[config.mk]
export PLATFORM = sky130hd
export DESIGN_NAME = game_flow_controller
export DESIGN_NICKNAME = d
export VERILOG_FILES = /design/src/rtl/game_flow_controller.sv
export SDC_FILE = /design/constraint.sdc
export NUM_CORES = 1
export LEC_CHECK = 0
export BUFFER_PORTS_ARGS = -buffer_cell sky130_fd_sc_hd__clkbuf_2
export CAP_MARGIN = 30
export CORE_ASPECT_RATIO = 1.75
export CORE_MARGIN = 2
export CORE_UTILIZATION = 42
export CTS_BUF_LIST = sky130_fd_sc_hd__clkbuf_2 sky130_fd_sc_hd__clkbuf_4 sky130_fd_sc_hd__clkbuf_8
export CTS_CLUSTER_DIAMETER = 50
export DETAILED_ROUTE_END_ITERATION = 16
export PLACE_DENSITY = 0.74
export SLEW_MARGIN = 25
export SYNTH_ARGS = -nofsm -noshare
export SYNTH_HDL_FRONTEND = slang
export SYNTH_SLANG_ARGS = --single-unit
[constraint.sdc]
create_clock -name VGA_Clk -period 2.3 [get_ports VGA_Clk]
set_clock_uncertainty 0.1 [all_clocks]
set_input_delay 0.46 -clock VGA_Clk [delete_from_list [all_inputs] [get_ports VGA_Clk]]
set_output_delay 0.46 -clock VGA_Clk [all_outputs]
set_load 0.03 [all_outputs]
[src/rtl/game_flow_controller.sv]
// game_flow_controller: top-level game-flow FSM for the VGA game pipeline.
// Sequences START -> PLAY -> DYING/CLEAR holds -> WIN/LOSE, tracks lives and
// level, pulses respawn, and muxes four pre-rendered pixel sources onto
// registered RGB outputs. All outputs are registered.
// Optional feature: define GAME_PAUSE_KEY_EN to enable the 'P' (0x13) pause key.
module game_flow_controller #(
    parameter int COLOR_W    = 8,
    parameter int N_LIVES    = 3,
    parameter int N_LEVELS   = 4,
    parameter int TICK_DIV   = 1000,
    parameter int HOLD_TICKS = 1023
) (
    input  logic                                            VGA_Clk,
    input  logic                                            Reset_n,
    input  logic [7:0]                                      keycode,
    input  logic                                            lost_evt,
    input  logic                                            win_evt,
    input  logic                                            blank,
    input  logic [3*COLOR_W-1:0]                            pix_start,
    input  logic [3*COLOR_W-1:0]                            pix_game,
    input  logic [3*COLOR_W-1:0]                            pix_win,
    input  logic [3*COLOR_W-1:0]                            pix_lose,
    output logic [2:0]                                      State_out,
    output logic                                            moving,
    output logic [$clog2(N_LIVES+1)-1:0]                    lives,
    output logic [((N_LEVELS > 1) ? $clog2(N_LEVELS) : 1)-1:0] level,
    output logic                                            respawn,
    output logic [COLOR_W-1:0]                              Red,
    output logic [COLOR_W-1:0]                              Green,
    output logic [COLOR_W-1:0]                              Blue
);

    localparam int LIVES_W = $clog2(N_LIVES + 1);
    localparam int LEVEL_W = (N_LEVELS > 1) ? $clog2(N_LEVELS) : 1;
    localparam int DIV_W   = $clog2(TICK_DIV);
    localparam int HOLD_W  = $clog2(HOLD_TICKS + 1);
    localparam int PIX_W   = 3 * COLOR_W;

    typedef enum logic [2:0] {
        ST_START  = 3'd0,
        ST_PLAY   = 3'd1,
        ST_DYING  = 3'd2,
        ST_WIN    = 3'd3,
        ST_LOSE   = 3'd4,
        ST_CLEAR  = 3'd5,
        ST_PAUSED = 3'd6
    } state_t;

    state_t               state_q, state_d;
    logic                 moving_q, moving_d;
    logic                 respawn_q, respawn_d;
    logic [LIVES_W-1:0]   lives_q, lives_d;
    logic [LEVEL_W-1:0]   level_q, level_d;
    logic [DIV_W-1:0]     div_q, div_d;
    logic [HOLD_W-1:0]    hold_q, hold_d;
    logic [PIX_W-1:0]     rgb_q, rgb_d;

    logic tick;
    logic hold_done;
    logic start_key;
    logic in_hold;
    logic pause_rise;

    assign tick      = (div_q == DIV_W'(TICK_DIV - 1));
    assign hold_done = tick && (hold_q == HOLD_W'(1));
    assign in_hold   = (state_q == ST_DYING) || (state_q == ST_CLEAR);
    assign start_key = (keycode == 8'h04) || (keycode == 8'h07) || (keycode == 8'h16) ||
                       (keycode == 8'h1A) || (keycode == 8'h28);

`ifdef GAME_PAUSE_KEY_EN
    logic [7:0] key_prev_q, key_prev_d;

    assign key_prev_d = keycode;
    assign pause_rise = (keycode == 8'h13) && (key_prev_q != 8'h13);

    // Previous keycode, so a held 'P' toggles pause only once
    always_ff @(posedge VGA_Clk or negedge Reset_n) begin
        if (!Reset_n) key_prev_q <= 8'h00;
        else          key_prev_q <= key_prev_d;
    end
`else
    assign pause_rise = 1'b0;
`endif

    // State and datapath registers; reset discards any hold in progress
    // NOTE: sequential state uses non-blocking assignments so every flop samples pre-edge values.
    always_ff @(posedge VGA_Clk or negedge Reset_n) begin
        if (!Reset_n) begin
            state_q   <= ST_START;
            moving_q  <= 1'b0;
            respawn_q <= 1'b0;
            lives_q   <= LIVES_W'(N_LIVES);
            level_q   <= '0;
            div_q     <= '0;
            hold_q    <= '0;
            rgb_q     <= '0;
        end else begin
            state_q   <= state_d;
            moving_q  <= moving_d;
            respawn_q <= respawn_d;
            lives_q   <= lives_d;
            level_q   <= level_d;
            div_q     <= div_d;
            hold_q    <= hold_d;
            rgb_q     <= rgb_d;
        end
    end

    // Next-state logic; engine events only matter in PLAY, lost_evt has priority
    // NOTE: every always_comb output gets a default first so no path can infer a latch.
    always_comb begin
        state_d = state_q;
        case (state_q)
            ST_START: if (start_key) state_d = ST_PLAY;
            ST_PLAY: begin
                if (lost_evt)        state_d = ST_DYING;
                else if (win_evt)    state_d = ST_CLEAR;
                else if (pause_rise) state_d = ST_PAUSED;
            end
            ST_DYING: begin
                if (hold_done) state_d = (lives_q == LIVES_W'(1)) ? ST_LOSE : ST_PLAY;
            end
            ST_CLEAR: begin
                if (hold_done) state_d = (level_q == LEVEL_W'(N_LEVELS - 1)) ? ST_WIN : ST_PLAY;
            end
            ST_PAUSED: if (pause_rise) state_d = ST_PLAY;
            default: state_d = state_q;
        endcase
    end

    // Outputs and counters derived from the current and next state
    always_comb begin
        moving_d  = (state_d == ST_PLAY);
        respawn_d = in_hold && (state_d == ST_PLAY);
        lives_d   = lives_q;
        level_d   = level_q;
        hold_d    = hold_q;
        div_d     = tick ? '0 : div_q + DIV_W'(1);
        rgb_d     = '0;

        if (state_q == ST_DYING && hold_done) lives_d = lives_q - LIVES_W'(1);
        if (state_q == ST_CLEAR && hold_done && state_d == ST_PLAY) level_d = level_q + LEVEL_W'(1);

        if (state_q == ST_PLAY && (state_d == ST_DYING || state_d == ST_CLEAR))
            hold_d = HOLD_W'(HOLD_TICKS);
        else if (in_hold && tick)
            hold_d = hold_q - HOLD_W'(1);

        if (blank) begin
            case (state_q)
                ST_START: rgb_d = pix_start;
                ST_WIN:   rgb_d = pix_win;
                ST_LOSE:  rgb_d = pix_lose;
                default:  rgb_d = pix_game;
            endcase
        end
    end

    assign State_out = state_q;
    assign moving    = moving_q;
    assign respawn   = respawn_q;
    assign lives     = lives_q;
    assign level     = level_q;
    assign Red       = rgb_q[PIX_W-1 -: COLOR_W];
    assign Green     = rgb_q[2*COLOR_W-1 -: COLOR_W];
    assign Blue      = rgb_q[COLOR_W-1:0];

endmodule

## Yosys cells after proc, flatten, opt, wreduce, memory -nomap -nowiden

Cells that the tools add are included.

- Equal/unequal tests: 17
- Multiplexer cells: 13
- Add/subtract/negate cells: 4
- Reductions and logical operators: 15

Operators by type and width:

| operator | number |
|---|---|
| $pmux 24 s3 | 1 |
| $mux 10 | 3 |
| $mux 24 | 1 |
| $mux 3 | 6 |
| $eq 8x3->1 const B | 2 |
| $eq 8x5->1 const B | 2 |
| $pmux 3 s4 | 1 |
| $add 10x1->10 const B | 1 |
| $eq 10x1->1 const B | 1 |
| $eq 10x10->1 const B | 1 |
| $sub 10x1->10 const B | 1 |
| $eq 3x2->1 const B | 3 |
| $eq 3x3->1 const B | 3 |
| $eq 8x6->1 const B | 1 |
| $logic_and 1x1->1 | 7 |
| $eq 3x1->1 const B | 2 |
| $logic_or 1x1->1 | 6 |
| $logic_not 3->1 | 1 |
| $add 2x1->2 const B | 1 |
| $eq 2x1->1 const B | 1 |
| $eq 2x2->1 const B | 1 |
| $mux 2 | 1 |
| $reduce_bool 2->1 | 1 |
| $sub 2x1->2 const B | 1 |

- Flip-flop bits (word level): 53
- Bits of input ports: 109
- Output and inout bits: 33
- Logic and storage cells: 57

## Depth between registers and ports, before layout

- Depth in word-level cells: 11
- Mapped depth: 8
- Depth with buffers taken out: 7

## Worst setup path after synthesis

Ideal clock, no wire load.

- Path kind: register -> register
- From: reg state_q[1] (netlist: State_out[1])
- To: reg hold_q[8]
- Setup slack: -0.012 ns
- Path buffers: 2
- Clock period less this slack: 2.312 ns
- Required time: 2.052 ns
- Library setup time: 0.148 ns
- Stages on the path, launching flop included: 8
- Arrival time: 2.064 ns
- Cells stage by stage: dfrtp_1 -> buf_2 -> or3b_2 -> a2111oi_2 -> buf_2 -> nand4b_1 -> xor2_1 -> nand2_1

- Word-level cells in the longest chain between the ends: 7
- Elaborated cells on any way between the ends: 18
- Classes of those cells: eq/ne (5); mux (7); reduce/logical (6)

Ends and longest elaborated chain:

| element | RTL line | source |
|---|---|---|
| start, declared | 49 | `state_t state_q, state_d;` |
| start signal, assigned | 98 | `state_q <= state_d;` |
| $mux 3 | 117 | `else if (win_evt) state_d = ST_CLEAR;` |
| $mux 3 | 116 | `if (lost_evt) state_d = ST_DYING;` |
| $pmux 3 s4 | 113 | `case (state_q)` |
| $eq 3x2->1 / $eq 3x3->1 (equally long branches) | 144 | `if (state_q == ST_PLAY && (state_d == ST_DYING \|\| state_d == ST_CLEAR))` |
| $logic_or 1x1->1 | 144 |  |
| $logic_and 1x1->1 | 144 |  |
| $mux 10 / $reduce_bool 2->1 (equally long branches) | n/a |  |
| end signal, assigned | 104 | `hold_q <= hold_d;` |
| end, declared | 55 | `logic [HOLD_W-1:0] hold_q, hold_d;` |

Several ways; a longest one is shown, not always the timed one.
A chain may end at the register's enable or synchronous reset.

## Worst setup path after layout

- From: reg hold_q[3]
- To: reg level_q[1] (netlist: level[1])

- Word-level cells in the longest chain between the ends: 6
- Elaborated cells on any way between the ends: 8
- Classes of those cells: eq/ne (2); mux (3); reduce/logical (3)

Ends and longest elaborated chain:

| element | RTL line | source |
|---|---|---|
| $eq 10x1->1 * | 65 | `assign hold_done = tick && (hold_q == HOLD_W'(1));` |
| $logic_and 1x1->1 * | 65 |  |
| $mux 3, on equally long branches | 124, 121 |  |
| $pmux 3 s4 | 113 |  |
| $eq 3x1->1 | 142 | `if (state_q == ST_CLEAR && hold_done && state_d == ST_PLAY) level_d = level_q + LEVEL_W'(1);` |
| $logic_and 1x1->1 * | 142 |  |
| end signal, assigned | 102 | `level_q <= level_d;` |
| end, declared | 53 | `logic [LEVEL_W-1:0] level_q, level_d;` |

Mark *: on every way between the ends. The rest lies on a longest branch, timed or not.

==> run summary <==
CTS tree -> yes
Largest net degree at the start of global routing -> 54
Gp weighted congestion -> 0.810
CP required -> 2.41 ns
Leading cell types in the layout, fill and taps excluded -> 141 x clkbuf_2, 50 x dfrtp_1, 26 x a21oi_1
Final setup TNS -> 0 ns
Min Clock Period, post-route -> 2.23 ns
Status -> finished clean
Met2 Routed Length -> 4.14 mm
Syn_nets -> 384
Via count -> 2,798
RSZ-0062 raised after global routing -> false
Yosys warnings -> 0
Root Buffer -> clkbuf_8
Net Sw Frac -> 23.9%
Critical path cell sequence -> or4_4, or4_4, nor3_2, mux2_2
Metal-1 WL -> 2.72 mm
Worst path most repeated cell -> or4_4
Die X -> 65.1 µm
Average wire per standard cell -> 15.4 µm
Worst hold slack -> 0.0193 ns
HPWL after DPL -> 6.05 mm
Std-Cell Rows -> 39
Pint -> 0.00142 W
Setup WS post-layout -> 0.0712 ns
Delay-heaviest family, CP -> simple AND/OR/NAND/NOR gates
ANT nets after route -> 0
Largest buffer count on any clock path -> 2
Drt pass-1 iters -> 6
Max Slew Vio Count -> 0
Synth cell types -> 49
Post-Syn Area -> 2740 µm²
CTS resizes -> 0
Pre-CTS setup slack -> 0.0635 ns
Overflow left after global routing -> 0
Worst-Margin Slew -> 0.465 ns
Slowest cell on crit path -> or4_4
Ys flop type -> dfrtp_1
Tot GR Track Use -> 22.5%
I/O Pins -> 142
DP Cell Count -> 490
Via density -> 5.62
Number of setup buffers added after CTS -> 0
Floorplan Core Area -> 6440 µm²
Initial antenna violation count -> 0
Comb power frac -> 12.9%
Ratio of cells with drive above 1 in the final layout -> 44.7%
P&R area growth vs syn -> 36.0%
Switching pwr -> 0.000444 W
# DRC -> 0
Slew headroom -> 69.0%
VDD IR max -> 0.000316 V
Die H -> 111 µm
Number of max-cap violations -> 0
Period utilisation layout -> 96.9%
Num CTS Buffers -> 5
Reg2reg end -> level[1]
Buffers & Inverters on Critical Path -> 0
Later-pin clock latency in the skew report -> 0.31 ns
Clock power frac -> 35.5%
Power Density -> 498 nW/µm²
Vias in the first global route -> 2,856
Asr flop ratio synth -> 100%
Syn Area/Cell -> 10.2 µm²
Endpoints failing setup -> 0
Die Footprint -> 7220 µm²
WP data arrival -> 2.33 ns
Post-Layout Cell Count -> 498
DRT iter0 DRCs -> 92
Critical Path Source Type -> flop
CTS Sinks -> 53
Critical path peak fanout -> 5
CP Class -> flop to flop
Clock Pin Slew Worst Setup and Hold Paths -> 0.10 ns
Post-CTS Hold Fix Bufs -> 0
Detailed Route WL -> 7.68 mm
Register bit total from synthesis -> 53
Leak -> 1.79 nW
Crit Reg-Reg Startpoint -> hold_q[3]
H-tree Lvls -> 2
Fill cells -> 631
Max incr delay on CP -> 0.55 ns
FF-to-FF path depth -> 4
Hold Vio Cnt, Final -> 0
Flop2flop setup slack -> 0.07 ns
Top sig layer -> met4
Register area share after synthesis -> 48.4%
Most common cell after layout, fill and taps aside -> clkbuf_2
Cell count after synthesis -> 270
Post-synth EDFFs -> 0
Fmax -> 449 MHz
Reg power frac -> 51.6%
I/O Buffers -> 141
First-pass GRT wire length -> 12.7 mm
Initial Util -> 42.6%
Layout net count -> 529
Diode count -> 0
Worst hold path class -> primary input to async pin
Detail Route met3 WL -> 501 µm
CP endpoint kind -> flop
## metal layers
metal / up-vias / track usage [%]
li1: 1313 / -
met5: - / 0
met2: 129 / 40.3
met1: 1328 / 24.3
met3: 28 / 4.26
met4: 0 / 11.7
## per-stage QoR
stage               util [%]  cell area, µm²  power, W
floorplan                  -            2750   0.00107
global placement        56.0            3610   0.00121
detailed placement      56.0            3610   0.00122
CTS                     57.9            3730   0.00187
global route            57.9            3730   0.00193
finish                  57.9            3730   0.00186
## worst max-delay path by stage
stage	end	slack, ns	cells after the start	from
2_1_floorplan	hold_q[8]	0.02	7	State_out[2]
3_3_place_gp	level[1]	0.11	4	hold_q[3]
3_5_place_dp	level[1]	0.06	4	hold_q[3]
4_1_cts	level[1]	0.06	4	hold_q[3]
5_1_grt	level[1]	0.01	4	hold_q[3]
6_report	level[1]	0.07	4	hold_q[3]
## cell usage after synthesis, types with 2 or more instances
cell type   n  area [µm²]
nor3_2      2        20.0
nor2_1     12        45.0
or4_4       2        22.5
or2_2       2        12.5
a31oi_1     2        12.5
buf_2       3        15.0
xnor2_1     4        35.0
nand2_1    20        75.1
o22ai_1    24         150
ha_1        5        62.6
dfstp_2     2        52.6
o221ai_1   24         210
nor3_1      4        20.0
nand3_1     8        40.0
a21oi_1    26         130
clkbuf_1   15        56.3
o21ai_0     4        20.0
nand2b_1    2        12.5
o21ai_2     2        17.5
nand3b_1    3        22.5
and3_1      3        18.8
dfrtp_1    51        1280
nor2b_1     5        31.3
xor2_1     13         114
nand4b_1    4        35.0
inv_1       5        18.8
## power groups by stage
stage          Combinational, W  Sequential [W]  Clock [W]
6_report               0.000240        0.000959   0.000660
5_1_grt                0.000263        0.000961   0.000711
4_1_cts                0.000243        0.000959   0.000673
3_5_place_dp           0.000241        0.000978          0
3_3_place_gp           0.000238        0.000977          0
2_1_floorplan         0.0000452         0.00102          0
## area by class of cell
type / count / area (µm²) / share of cell area [%]
flip-flops and latches: 53 / 1330 / 35.6
multi-input cells: 193 / 1330 / 35.5
repair buffers: 156 / 831 / 22.3
well taps: 82 / 103 / 2.75
clock buffers: 6 / 82.6 / 2.21
clock inverters: 2 / 37.5 / 1.01
inverters: 6 / 22.5 / 0.603
## worst register-to-register path, stage by stage (launching register included)
cell	delay (ns)
dfrtp_1	0.41
or4_4	0.55
or4_4	0.48
nor3_2	0.24
mux2_2	0.37
## flip-flops by register name (all words and copies together), names as in the netlist
| signal | count |
|---|---|
| lives | 2 |
| hold_q | 10 |
| div_q | 10 |
| respawn | 1 |
| rgb_q | 24 |
| moving | 1 |
| State_out | 3 |
| level | 2 |
## kinds of logic after synthesis
group / count (synthesis) / share of synthesized area, %
adders and majority gates: 5 / 2.28
xor gates and xnor gates: 17 / 5.43
DFF: 53 / 48.4
muxes: 1 / 0.410
AOI/OAI and AO/OA: 94 / 23.8
and+or+nand+nor: 76 / 16.2
buffers and inverters: 24 / 3.42
No activity file was read; power rests on OpenSTA's default activity.
